[src/rtl/hex_display_ctrl.sv]
// rtl/hex_display_ctrl.sv - multi-digit 7-segment controller with enable, leading-zero blanking and blink
// Segments are registered from the stored value, the current blink phase and the live control inputs.
module hex_display_ctrl #(
   parameter int DIGITS    = 6,
   parameter int BLINK_DIV = 25000000
) (
   input  logic                  i_clk,
   input  logic                  i_clrn,
   input  logic                  i_load,
   input  logic [4*DIGITS-1:0]   i_value,
   input  logic [DIGITS-1:0]     i_digit_en,
   input  logic [DIGITS-1:0]     i_blink_mask,
   input  logic                  i_lz_suppress,
   output logic [7*DIGITS-1:0]   o_segs,
   output logic                  o_blink_phase
);

   localparam int            CW      = (BLINK_DIV > 1) ? $clog2(BLINK_DIV) : 1;
   localparam logic [CW-1:0] CNT_MAX = CW'(BLINK_DIV - 1);

   logic [4*DIGITS-1:0] r_value;
   logic [CW-1:0]       r_cnt;
   logic                r_phase;
   logic [7*DIGITS-1:0] r_segs;
   logic [7*DIGITS-1:0] w_next_segs;
   logic [DIGITS-1:0]   w_supp;
   logic                w_zero_run;
   logic                w_wrap;

   function automatic logic [6:0] f_decode(input logic [3:0] n);
      logic [6:0] s;
      case (n)
         4'h0: s = 7'h40;
         4'h1: s = 7'h79;
         4'h2: s = 7'h24;
         4'h3: s = 7'h30;
         4'h4: s = 7'h19;
         4'h5: s = 7'h12;
         4'h6: s = 7'h02;
         4'h7: s = 7'h78;
         4'h8: s = 7'h00;
         4'h9: s = 7'h10;
         4'hA: s = 7'h08;
         4'hB: s = 7'h03;
         4'hC: s = 7'h46;
         4'hD: s = 7'h21;
         4'hE: s = 7'h06;
         default: s = 7'h0E;
      endcase
      return s;
   endfunction

   assign w_wrap = (r_cnt == CNT_MAX);

   always_ff @(posedge i_clk or negedge i_clrn) begin
      if (!i_clrn) begin
         r_value <= '0;
         r_cnt   <= '0;
         r_phase <= 1'b0;
         r_segs  <= '1;
      end else begin
         if (i_load)
            r_value <= i_value;
         if (w_wrap) begin
            r_cnt   <= '0;
            r_phase <= ~r_phase;
         end else begin
            r_cnt   <= r_cnt + CW'(1);
         end
         r_segs <= w_next_segs;
      end
   end

   // Zero run is accumulated from the most significant digit downward.
   always_comb begin
      w_supp      = '0;
      w_next_segs = '1;
      w_zero_run  = 1'b1;
      for (int i = DIGITS - 1; i >= 0; i--) begin
         w_zero_run = w_zero_run & (r_value[4*i +: 4] == 4'h0);
         w_supp[i]  = i_lz_suppress & w_zero_run & (i != 0);
      end
      for (int i = 0; i < DIGITS; i++) begin
         if (!i_digit_en[i] || w_supp[i] || (i_blink_mask[i] && r_phase))
            w_next_segs[7*i +: 7] = 7'h7F;
         else
            w_next_segs[7*i +: 7] = f_decode(r_value[4*i +: 4]);
      end
   end

   assign o_segs        = r_segs;
   assign o_blink_phase = r_phase;

endmodule

[config.mk]
export PLATFORM = sky130hd
export DESIGN_NAME = hex_display_ctrl
export DESIGN_NICKNAME = d
export VERILOG_FILES = /design/src/rtl/hex_display_ctrl.sv
export SDC_FILE = /design/constraint.sdc
export NUM_CORES = 1
export LEC_CHECK = 0
export BUFFER_PORTS_ARGS = -buffer_cell sky130_fd_sc_hd__buf_2
export CORE_UTILIZATION = 57
export DETAILED_ROUTE_END_ITERATION = 6
export GPL_ROUTABILITY_DRIVEN = 0
export PLACE_DENSITY = 0.81
export SLEW_MARGIN = 20
export SYNTH_ARGS = -nofsm -noshare
export SYNTH_HDL_FRONTEND = slang
export SYNTH_SLANG_ARGS = --single-unit
[constraint.sdc]
create_clock -name i_clk -period 2 [get_ports i_clk]
set_input_delay 0.2 -clock i_clk [delete_from_list [all_inputs] [get_ports i_clk]]
set_output_delay 0.2 -clock i_clk [all_outputs]
set_load 0.1 [all_outputs]
==> impl_metrics.json <==
{
  "power_uw": 4760,
  "maxCapViolations": 0,
  "io_pins": 83,
  "hold_slack_ps": 44.6,
  "endpoint_kind": "register",
  "yosys-top-cells-count": "63 x nand2_1, 50 x dfrtp_1, 42 x dfstp_2, 33 x o211ai_1, 32 x ha_1",
  "crit_arrival_ps": 2140,
  "die_width_um": 94.8,
  "wl_per_cell_um": 15.6,
  "postSynthNetCount": 549,
  "fin_crit_sh": 0.931,
  "grt_use_total": 0.246,
  "drtAntennaViolNets": 0,
  "finalMaxSlewViolations": 0,
  "setup-violations-final": 0,
  "syn_inst": 477,
  "design.core.area_um2": 8260,
  "relSlewSlack": 0.605,
  "synth.top_cell.area_share": 0.255,
  "max_freq_mhz": 537,
  "cts_setup_buffers": 0,
  "hold_violations": 0,
  "drtIter0Drc": 188,
  "leakage_uw": 0.00251,
  "worst_hold_path_type": "primary input to register",
  "critical_path_cell_count": 6,
  "ys.flop_type": "dfrtp_1",
  "tritoncts": "done",
  "yosysSeqAreaShare": 0.480,
  "area_growth_pct": 15.6,
  "via_per_inst": 5.76,
  "h-tree-depth": 3,
  "synth_area_um2": 4910,
  "drc_errors": 0,
  "ys.warnings.count": 0,
  "fillers": 647,
  "ff2ff_path_depth": 6,
  "vias": 3860,
  "syn_avg_cell_area_um2": 10.3,
  "initial_core_util": 0.595,
  "grt_antenna_before_repair": 0,
  "worst-path-max-fanout": 15,
  "cellPowerDensity_nw_per_um2": 839,
  "cp-start-kind": "register",
  "synth-edff-count": 0,
  "hpwlAfterDp_um": 7630,
  "max-clock-path-buffers": 2,
  "drive_gt1_frac": 0.342,
  "path_clk_slew_ps": 90,
  "synth.area.top_cells": "dfrtp_1 25%, dfstp_2 22%, ha_1 8.2%",
  "ir_drop_uv": 501,
  "grt_max_degree": 37,
  "fin_nets": 632,
  "critical_path_class": "register to register",
  "max_stage_delay_ps": 420,
  "critPathSlowestCell": "dfrtp_1",
  "synthArstFlopShare": 1.00,
  "ys_ff_latch": 92,
  "skew_ps": 12.0,
  "min_delay_path_depth": 3,
  "dieArea_um2": 8990,
  "outcome": "complete, no violations",
  "first_pass_iters": 5,
  "worst_pin_slew_ps": 586,
  "yosysMostFrequentCell": "nand2_1",
  "cts-root-buf": "clkbuf_8",
  "cp_top_family": "simple AND/OR/NAND/NOR gates",
  "port_buffers": 82,
  "synth_largest_area_cell": "dfrtp_1",
  "rsz0062_at_grt": "no",
  "diodes": 0,
  "grt_pass1_vias": 3752,
  "rows": 33,
  "finalSetupTns_ps": 0,
  "clkLatencyLatePin_ps": 360,
  "synth.distinct_cells": 54,
  "wl_um": 10500,
  "fin_crit_ps": 1860,
  "crit_buf_inv": 1,
  "critical_path.cell_chain": "ha_1, and3_4, nand3_4, nor4_4, buf_4, xor2_1",
  "grt_pass1_wl_um": 17100,
  "cts_sinks": 92,
  "required_ps": 2270,
  "overflow": 0,
  "fp.dieH_um": 94.8,
  "cts_made_buffers": 9
}
==> layout make-up <==
class	instances	area [um2]	area share
flip-flops and latches	92	2350	0.415
inverters	16	60.1	0.0106
well taps	105	131	0.0231
clock inverters	4	23.8	0.00419
clock buffers	12	155	0.0273
repair buffers	96	533	0.0939
multi-input cells	345	2420	0.426
==> logic make-up (layout without fill, tap and decap cells) <==
kind of cell | count (synthesis) | count (layout) | share of synthesized area
DFF | 92 | 92 | 0.480
AOI/OAI and AO/OA | 102 | 102 | 0.139
xor gates and xnor gates | 17 | 17 | 0.0303
and+or+nand+nor | 177 | 177 | 0.198
adders and majority gates | 32 | 32 | 0.0815
muxes | 17 | 17 | 0.0380
buffers and inverters | 40 | 128 | 0.0331
==> sequential cells by signal, summed over array words and instances, names as in the netlist <==
signal / cells
o_segs: 42
r_value: 24
r_cnt: 25
o_blink_phase: 1
==> worst paths after layout <==
check	from	end	slack, ps
max in group asynchronous	i_clrn	o_segs[21]$_DFF_PN1_	940
worst min-delay path	i_value[22]	r_value[22]$_DFFE_PN0P_	40
worst max register to register	r_cnt[0]$_DFF_PN0_	o_blink_phase$_DFFE_PN0N_	140
min in group asynchronous	i_clrn	r_cnt[6]$_DFF_PN0_	340
worst min register to register	r_cnt[17]$_DFF_PN0_	r_cnt[17]$_DFF_PN0_	500
worst max-delay path	r_cnt[0]$_DFF_PN0_	o_blink_phase$_DFFE_PN0N_	140
==> worst register-to-register path, stage by stage, from the launching register on <==
cell     delay [ps]
dfrtp_1         420
ha_1            240
and3_4          240
nand3_4         100
nor4_4          290
buf_4           290
xor2_1          200
==> placed cells by master, fill, tap and decap left out, drive strengths merged, types with 11 or more instances in the layout <==
master / Yosys / routed
a21oi: 13 / 13
buf: 3 / 95
clkbuf: 21 / 12
dfrtp: 50 / 50
dfstp: 42 / 42
ha: 32 / 32
inv: 16 / 16
mux2: 13 / 13
nand2: 65 / 65
nand2b: 15 / 15
nand3: 26 / 26
nor2: 18 / 18
o211ai: 33 / 33
o21ai: 28 / 28
xor2: 11 / 11
==> where the power goes <==
part	switching, uW	internal, uW	leakage (uW)	total, uW
Sequential	111	2070	0.00108	2180
Combinational	1110	328	0.00134	1440
Clock	624	516	0.0000961	1140
Total	1850	2920	0.00251	4760
==> per-layer routing <==
metal  part of all wire  global-route usage
met4              0.021               0.104
met1               0.44               0.317
met2               0.50               0.415
met3              0.043              0.0338
met5                  0                   0
==> repair_timing <==
item,in CTS,in global routing
endpoints found under the hold margin,32,0
gates resized for setup,0,6
endpoints found under the setup margin,0,21
hold buffers,1,0
==> stage by stage <==
stage               cell area [um2]  setup WS, ps  std cells  utilization
finish                         5680           138        670        0.687
global route                   5680          12.6        670        0.687
global placement               5460           162        653        0.661
detailed placement             5460          39.8        653        0.661
CTS                            5650          14.5        670        0.684
floorplan                      4910           234        477            -
Note: power is estimated with default switching activity, not from simulation.
